$ cat config.mk
export PLATFORM = sky130hd
export DESIGN_NAME = mem_stage
export DESIGN_NICKNAME = d
export VERILOG_FILES = /design/src/rtl/mem_stage.sv
export SDC_FILE = /design/constraint.sdc
export NUM_CORES = 1
export LEC_CHECK = 0
export BUFFER_PORTS_ARGS = -buffer_cell sky130_fd_sc_hd__buf_2
export CAP_MARGIN = 20
export CORE_AREA = 2 2 126 128
export DETAILED_ROUTE_END_ITERATION = 8
export DIE_AREA = 0 0 128 130
export PLACE_DENSITY_LB_ADDON = 0.12
export SLEW_MARGIN = 25
export SYNTH_ARGS = -nofsm -noshare
export SYNTH_HDL_FRONTEND = slang
export SYNTH_SLANG_ARGS = --single-unit
$ cat constraint.sdc
create_clock -name clk -period 4.55 [get_ports clk]
set_input_delay 0.91 -clock clk [delete_from_list [all_inputs] [get_ports clk]]
set_output_delay 0.91 -clock clk [all_outputs]
set_load 0.005 [all_outputs]
$ cat src/rtl/mem_stage.sv
// Memory-access pipeline stage: runs word load/store transactions on the CPU bus
// and produces the MEM/WB pipeline register plus MEM-stage forwarding data.
module mem_stage (
    input  logic        clk,
    input  logic        reset,
    input  logic        stall,
    input  logic        flush,
    output logic        busy,
    output logic [31:0] fwd_data,
    input  logic [29:0] ex_pc,
    input  logic        ex_en,
    input  logic        ex_br_flag,
    input  logic [1:0]  ex_mem_op,
    input  logic [31:0] ex_mem_wr_data,
    input  logic [1:0]  ex_ctrl_op,
    input  logic [4:0]  ex_dst_addr,
    input  logic        ex_gpr_we_,
    input  logic [2:0]  ex_exp_code,
    input  logic [31:0] ex_out,
    input  logic [31:0] bus_rd_data,
    input  logic        bus_rdy_,
    input  logic        bus_grnt_,
    output logic        bus_req_,
    output logic [29:0] bus_addr,
    output logic        bus_as_,
    output logic        bus_rw,
    output logic [31:0] bus_wr_data,
    output logic [29:0] mem_pc,
    output logic        mem_en,
    output logic        mem_br_flag,
    output logic [1:0]  mem_ctrl_op,
    output logic [4:0]  mem_dst_addr,
    output logic        mem_gpr_we_,
    output logic [2:0]  mem_exp_code,
    output logic [31:0] mem_out
);

    localparam logic [1:0] MEM_OP_LDW         = 2'd1;
    localparam logic [1:0] MEM_OP_STW         = 2'd2;
    localparam logic [2:0] ISA_EXP_MISS_ALIGN = 3'h4;

    localparam logic [1:0] BUS_IDLE   = 2'd0;
    localparam logic [1:0] BUS_REQ    = 2'd1;
    localparam logic [1:0] BUS_ACCESS = 2'd2;
    localparam logic [1:0] BUS_STALL  = 2'd3;

    logic [1:0]  state_reg, state_next;
    logic [31:0] rd_buf_reg, rd_buf_next;
    logic        first_access_reg, first_access_next;

    logic        is_ldw;
    logic        is_stw;
    logic        mem_access;
    logic        miss_align;
    logic        aligned_access;
    logic [31:0] rd_data;
    logic [31:0] out_next;
    logic [2:0]  exp_code_next;
    logic        gpr_we_next;

    assign is_ldw         = (ex_mem_op == MEM_OP_LDW);
    assign is_stw         = (ex_mem_op == MEM_OP_STW);
    assign mem_access     = ex_en && (is_ldw || is_stw);
    assign miss_align     = mem_access && (ex_out[1:0] != 2'b00);
    assign aligned_access = mem_access && !miss_align;

    // Bus FSM; bus outputs are driven from EX/MEM, which the controller holds while busy.
    always_comb begin
        state_next        = state_reg;
        rd_buf_next       = rd_buf_reg;
        first_access_next = 1'b0;
        rd_data           = '0;
        busy              = 1'b0;
        bus_req_          = 1'b1;
        bus_as_           = 1'b1;
        bus_rw            = 1'b1;
        bus_addr          = '0;
        bus_wr_data       = '0;
        case (state_reg)
            BUS_IDLE: begin
                if (aligned_access && !flush) begin
                    busy       = 1'b1;
                    state_next = BUS_REQ;
                end
            end
            BUS_REQ: begin
                busy        = 1'b1;
                bus_req_    = 1'b0;
                bus_addr    = ex_out[31:2];
                bus_rw      = is_ldw;
                bus_wr_data = ex_mem_wr_data;
                if (flush) begin
                    state_next = BUS_IDLE;
                end else if (!bus_grnt_) begin
                    state_next        = BUS_ACCESS;
                    first_access_next = 1'b1;
                end
            end
            BUS_ACCESS: begin
                bus_req_    = 1'b0;
                bus_as_     = !first_access_reg;
                bus_addr    = ex_out[31:2];
                bus_rw      = is_ldw;
                bus_wr_data = ex_mem_wr_data;
                if (bus_rdy_) begin
                    busy = 1'b1;
                end else begin
                    rd_data     = bus_rd_data;
                    rd_buf_next = bus_rd_data;
                    state_next  = stall ? BUS_STALL : BUS_IDLE;
                end
            end
            default: begin
                rd_data = rd_buf_reg;
                if (!stall) begin
                    state_next = BUS_IDLE;
                end
            end
        endcase
    end

    always_comb begin
        out_next = '0;
        if (ex_en) begin
            if (is_ldw) begin
                out_next = miss_align ? 32'h0 : rd_data;
            end else if (!is_stw) begin
                out_next = ex_out;
            end
        end
    end

    assign fwd_data      = out_next;
    assign exp_code_next = miss_align ? ISA_EXP_MISS_ALIGN : ex_exp_code;
    assign gpr_we_next   = miss_align ? 1'b1 : ex_gpr_we_;

    always_ff @(posedge clk) begin
        if (!reset) begin
            state_reg        <= BUS_IDLE;
            rd_buf_reg       <= '0;
            first_access_reg <= 1'b0;
        end else begin
            state_reg        <= state_next;
            rd_buf_reg       <= rd_buf_next;
            first_access_reg <= first_access_next;
        end
    end

    always_ff @(posedge clk) begin
        if (!reset) begin
            mem_pc       <= '0;
            mem_en       <= 1'b0;
            mem_br_flag  <= 1'b0;
            mem_ctrl_op  <= '0;
            mem_dst_addr <= '0;
            mem_gpr_we_  <= 1'b1;
            mem_exp_code <= '0;
            mem_out      <= '0;
        end else if (stall) begin
            mem_pc       <= mem_pc;
            mem_en       <= mem_en;
            mem_br_flag  <= mem_br_flag;
            mem_ctrl_op  <= mem_ctrl_op;
            mem_dst_addr <= mem_dst_addr;
            mem_gpr_we_  <= mem_gpr_we_;
            mem_exp_code <= mem_exp_code;
            mem_out      <= mem_out;
        end else if (flush) begin
            mem_pc       <= '0;
            mem_en       <= 1'b0;
            mem_br_flag  <= 1'b0;
            mem_ctrl_op  <= '0;
            mem_dst_addr <= '0;
            mem_gpr_we_  <= 1'b1;
            mem_exp_code <= '0;
            mem_out      <= '0;
        end else begin
            mem_pc       <= ex_pc;
            mem_en       <= ex_en;
            mem_br_flag  <= ex_br_flag;
            mem_ctrl_op  <= ex_ctrl_op;
            mem_dst_addr <= ex_dst_addr;
            mem_gpr_we_  <= gpr_we_next;
            mem_exp_code <= exp_code_next;
            mem_out      <= out_next;
        end
    end

endmodule

==> Yosys cells after proc, flatten, opt, wreduce, memory -nomap -nowiden <==
Cells that the tools add are included.
{ "totals": {"reg_bits": 110, "in_bits": 147, "output_inout_bits": 173} }
{ "op_classes": {"eq_ne": 8, "mux": 32, "bitwise_logic": 3, "reduce_logical": 15} }
{ "ops": {"columns": ["cell", "n"], "rows": [
  ["2-to-1 mux 32 bit", 7],
  ["one-hot mux 32 bit (2 select lines)", 1],
  ["2-to-1 mux 30 bit", 2],
  ["2-to-1 mux 2 bit", 7],
  ["2-to-1 mux 1 bit", 10],
  ["2-to-1 mux 3 bit", 2],
  ["one-hot mux 2 bit (3 select lines)", 1],
  ["2-to-1 mux 5 bit", 1],
  ["== test 2 x 1 -> 1 bit (second input constant)", 2],
  ["== test 2 bit (second input constant)", 2],
  ["logical AND 1 bit", 4],
  ["inequality test 2 bit (second input constant)", 2],
  ["inequality test 4 x 1 -> 1 bit (second input constant)", 1],
  ["AND reduction 4 bit", 1],
  ["OR reduction 2 bit", 2],
  ["zero test 1 bit", 3],
  ["inequality test 3 bit (second input constant)", 1],
  ["NOT 1 bit", 3],
  ["one-hot mux 1 bit (3 select lines)", 1],
  ["OR reduction 3 bit", 1],
  ["zero test 2 bit", 1],
  ["AND reduction 2 bit", 1],
  ["nonzero test 2 bit", 1],
  ["logical OR 1 bit", 1]
]} }

==> Logic depth before layout (Yosys ltp) <==
{ "depth": {"word_depth": 9, "depth_mapped": 8, "ltp_nobuf": 6} }

==> Least setup slack after synthesis <==
OpenSTA, ideal clock, no wires.
{ "synth_timing": {"path_kind": "input-to-output", "from": "input ex_mem_op[0]", "to": "output fwd_data[0]", "t_arrival_ns": 2.080, "t_required_ns": 3.640, "path_slack_ns": 1.560, "stages": 7, "path_cell_list": "inv_1 > ha_1 > nand2b_1 > o21ai_2 > buf_2 > o21ai_0 > and2_1"} }
{ "synth_between": {"elab_chain_len": 7, "word_cells_on_any_way": 9, "cone_classes": "eq/ne (2); mux (4); reduce/logical (3)"} }
{ "synth_lines": {"columns": ["element", "line", "source"], "rows": [
  ["start, declared", "13", "input logic [1:0] ex_mem_op,"],
  ["== test 2 x 1 -> 1 bit or == test 2 bit (tied branches)", "61, 62", null],
  ["logical OR 1 bit", "63", "assign mem_access = ex_en && (is_ldw || is_stw);"],
  ["logical AND 1 bit", "63", null],
  ["logical AND 1 bit", "64", "assign miss_align = mem_access && (ex_out[1:0] != 2'b00);"],
  ["2-to-1 mux 32 bit", "126", "out_next = miss_align ? 32'h0 : rd_data;"],
  ["2-to-1 mux 32 bit (*)", "125", "if (is_ldw) begin"],
  ["2-to-1 mux 32 bit (*)", "124", "if (ex_en) begin"],
  ["end, declared", "9", "output logic [31:0] fwd_data,"]
]} }
Every way passes the cells marked *; elsewhere a longest branch is shown, timed or not.

==> Worst setup path after layout <==
{ "layout_timing": {"from": "register state_reg[1]", "to": "output fwd_data[31]"} }
{ "layout_between": {"elab_chain_len": 6, "word_cells_on_any_way": 8, "cone_classes": "eq/ne (2); mux (4); reduce/logical (2)"} }
{ "layout_lines": {"columns": ["element", "line", "source"], "rows": [
  ["start, declared", "47", "logic [1:0] state_reg, state_next;"],
  ["start signal, assigned", "143", "state_reg <= state_next;"],
  ["== test 2 x 1 -> 1 bit or zero test 2 bit (tied branches)", "79", "case (state_reg)"],
  ["OR reduction 2 bit (no line)", null, null],
  ["one-hot mux 32 bit (2 select lines) (*)", "79", null],
  ["2-to-1 mux 32 bit (*)", "126", null],
  ["2-to-1 mux 32 bit (*)", "125", null],
  ["2-to-1 mux 32 bit (*)", "124", null]
]} }
Marks and branches as above.

==> summary.md <==
| Metric | Value |
|---|---|
| Starting Density | 40.6% |
| Post-synth top cells | nand2_1 (134), dfxtp_1 (110), and2_1 (97) |
| Grt met2 use | 40.0% |
| First-pass GRT wire length | about 29 mm |
| CTS Sinks | 110 |
| Pwr Density | 260 nW/um2 |
| Minimum clock period | roughly 3.5 ns |
| Area of the multi-input gates | 3740 um2 |
| Seq pwr share | around 46% |
| Area of placed instances | 7920 um2 |
| Hold bufs inserted after CTS | 0 |
| Final ANT Viol Nets | 0 |
| Hold path cells | 2 |
| Post-Syn Area | between 6000 and 7000 um2 |
| Wirelength per Cell | roughly 16 um |
| Flop2flop setup slack | approximately 2.2 ns |
| Ys flop type | dfxtp_1 |
| Critical Path Max Stage Delay | 0.77 ns |
| # setup viols final | 0 |
| Final Hold Vio Count | 0 |
| RSZ-0062 raised after global routing | false |
| CP Buf/Inv Count | 2 |
| Post-route clock period utilization | ~77% |
| Worst R2R Start | state_reg[1] |
| Yosys reg bits | 110 |
| FILL cells | 1557 |
| Ratio of cells with drive above 1 in the final layout | about 39% |
| Leading area contributor after synthesis | dfxtp_1 |
| Worst EP arrival | ~2.6 ns |
| Clock power frac | 37.1% |
| Worst vdd ir | ~0.00017 V |
| Mapped Cells | ~760 |
| DIE HEIGHT | around 130 um |
| Startpoint class of the critical path | register |
| Post_cts resized | 0 |
| Synth Warn # | 0 |
| Pins over their slew limit | 0 |
| DR vias | about 6000 |
| Grt peak-use layer | met2 |
| Vias in the first global route | roughly 5400 |
| Total wire length | ~19 mm |
| Post-synth cell types | 33 |
| Hpwl dp | 14.0 mm |
| Ordered list of cells on the worst path | ha_2, buf_4, nor2b_1, a22oi_1, o21ai_0, and2_1, buf_2 |
| Crit path capture type | output pin |
| Mapped Nets | roughly 910 |
| Internal power | between 1.5 and 2 mW |
| FP Rows | 46 |
| Slew HR | 39.2% |
| Yosys top cell area share | 35.1% |
| Syn_area_per_cell | between 8 and 9 um2 |
| Layout Utilization | around 53% |
| GRT Total Usage | between 20% and 30% |
| Max-capacitance violation count | 0 |
| Ranking of synthesized cells by area | dfxtp_1 (35%), and2_1 (9.7%), nand2_1 (8.0%) |
| Leak pwr | ~3.7 nW |
| Register area | around 2200 um2 |
| Worst Hold Path EP | rd_buf_reg[30] |
| Top Ports | 320 |
| Post-synth EDFFs | 0 |
| Worst slack at placement | approximately 1.0 ns |
| Worst skew pair latency | 0.36 ns |
| P&R area growth vs syn | 31.2% |
| Setup_tns | 0 ns |
| Hold Path Class | register to register |
| Ys async rst share | 0% |
| Slowest-stage cell, CP | ha_2 |
| Setup Buffers After CTS | 0 |
| GRT met3 Usage | roughly 4.3% |
| Port bufs | about 320 |
| Core Area | about 15000 um2 |
| First-pass DRT Iterations | 4 |
| Critical setup path kind | register to output pin |
| Tightest Pin Transition | between 0.9 and 1 ns |
| Initial antenna violation count | 2 |
| Vias per cell | roughly 5.0 |
| Maximum buffer depth of the clock tree | 2 |
| CP top delay family | adder cells |
| CTS tree | built |
| Switching pwr | between 0.5 and 0.6 mW |
| Design area | 8220 um2 |
| Worst-path clk slew | ~0.080 ns |
| Fmax | approximately 290 MHz |
| Die W | 128 um |
| Post-synthesis sequential area ratio | a little over a third |
| Status | completed |
| PnR worst setup slack | 1.04 ns |
| H-Tree Depth | 3 |
| Largest net degree at the start of global routing | 65 |
| # nets final | around 1200 |
| Initial DRC count | 263 |
| GRT overflow | 0 |
| CTS Root Cell | clkbuf_16 |
| FF-to-FF path depth | 6 |
| HP Start | rd_buf_reg[30] |
| GP Congestion | roughly 0.77 |
| Die ar. | ~17000 um2 |
| Top-count cell post-synth | nand2_1 |
| Critical R2R Capture | state_reg[1] |
| Switching share of power | approximately 28% |
| Comb pwr share | between 15 and 20% |
| Required time of the critical path | around 3.6 ns |
| DRC | 0 |
| Crit path max fanout | 40 |
| M1 GR Usage | between 20% and 30% |
| Worst-case clock skew | around 0.013 ns |
| Cts bufs inserted | 9 |
## cell families after synthesis
kind of cell	synth area share, %
compound gates	25.5
mux	0.320
simple gates	32.3
buf+inv	5.49
fa+ha+maj	1.20
flops	35.1
## how the worst max path moves through the flow
stage | startpoint | endpoint | slack [ns] | cells past startpoint
3_5_place_dp | ex_mem_op[1] | fwd_data[10] | 1.04 | 9
4_1_cts | state_reg[1] | fwd_data[31] | 1.01 | 7
2_1_floorplan | ex_mem_op[0] | fwd_data[0] | 1.56 | 7
6_report | state_reg[1] | fwd_data[31] | 1.04 | 7
5_1_grt | ex_en | fwd_data[16] | 0.86 | 7
3_3_place_gp | ex_mem_op[0] | fwd_data[4] | 1.07 | 8
## power by group through the flow
stage	sequential (mW)	combinational, mW	clock [mW]
final	0.991	0.350	0.793
after global routing	0.994	0.389	0.850
after CTS	0.991	0.354	0.815
after detailed placement	1.01	0.353	0
after global placement	1.01	0.351	0
after floorplan	1.02	0.188	0
## worst reg2reg max path, cell delays in order (launching register included)
cell,delay [ns]
dfxtp_1,0.40
inv_1,0.08
ha_2,0.94
inv_1,0.14
a21o_1,0.22
a221o_1,0.39
mux2i_1,0.13
## placed cells by master, fill, tap and decap left out, types with 3 or more instances in the layout
cell	instances
buf_2	318
nor2b_1	74
nand2b_1	3
nand2_1	134
a21oi_1	37
o21ai_0	33
clkbuf_16	9
a22oi_1	52
inv_1	6
a22oi_2	20
and2_1	97
nor3b_1	7
dfxtp_1	110
ha_1	4
o211a_1	32
inv_6	3
buf_4	13
nor3b_2	25
a21boi_0	33
## stage by stage
step | power, mW | std cells | hold WS [ns]
finish | 2.13 | 1229 | 0.466
global route | 2.23 | 1228 | 0.495
CTS | 2.16 | 1227 | 0.470
detailed placement | 1.37 | 1211 | 0.460
global placement | 1.36 | 1211 | 0.455
floorplan | 1.20 | 755 | 0.444
## metal layers
metal / part of all wire, % / vias to the layer above
met1: 42 / 2807
li1: - / 3131
met2: 50 / 183
met4: 1.8 / 0
met3: 5.7 / 23
met5: 0 / -
## layout make-up
class                      instances  share of cell area, %
antenna                            2                 0.0609
clock buffer                       9                   2.74
clock inverter                     7                  0.913
inverter                           6                  0.274
multi-input combinational        571                   45.5
sequential                       110                   26.8
tap                              192                   2.92
timing repair buffer             332                   20.8
No activity file was read; power rests on OpenSTA's default activity.
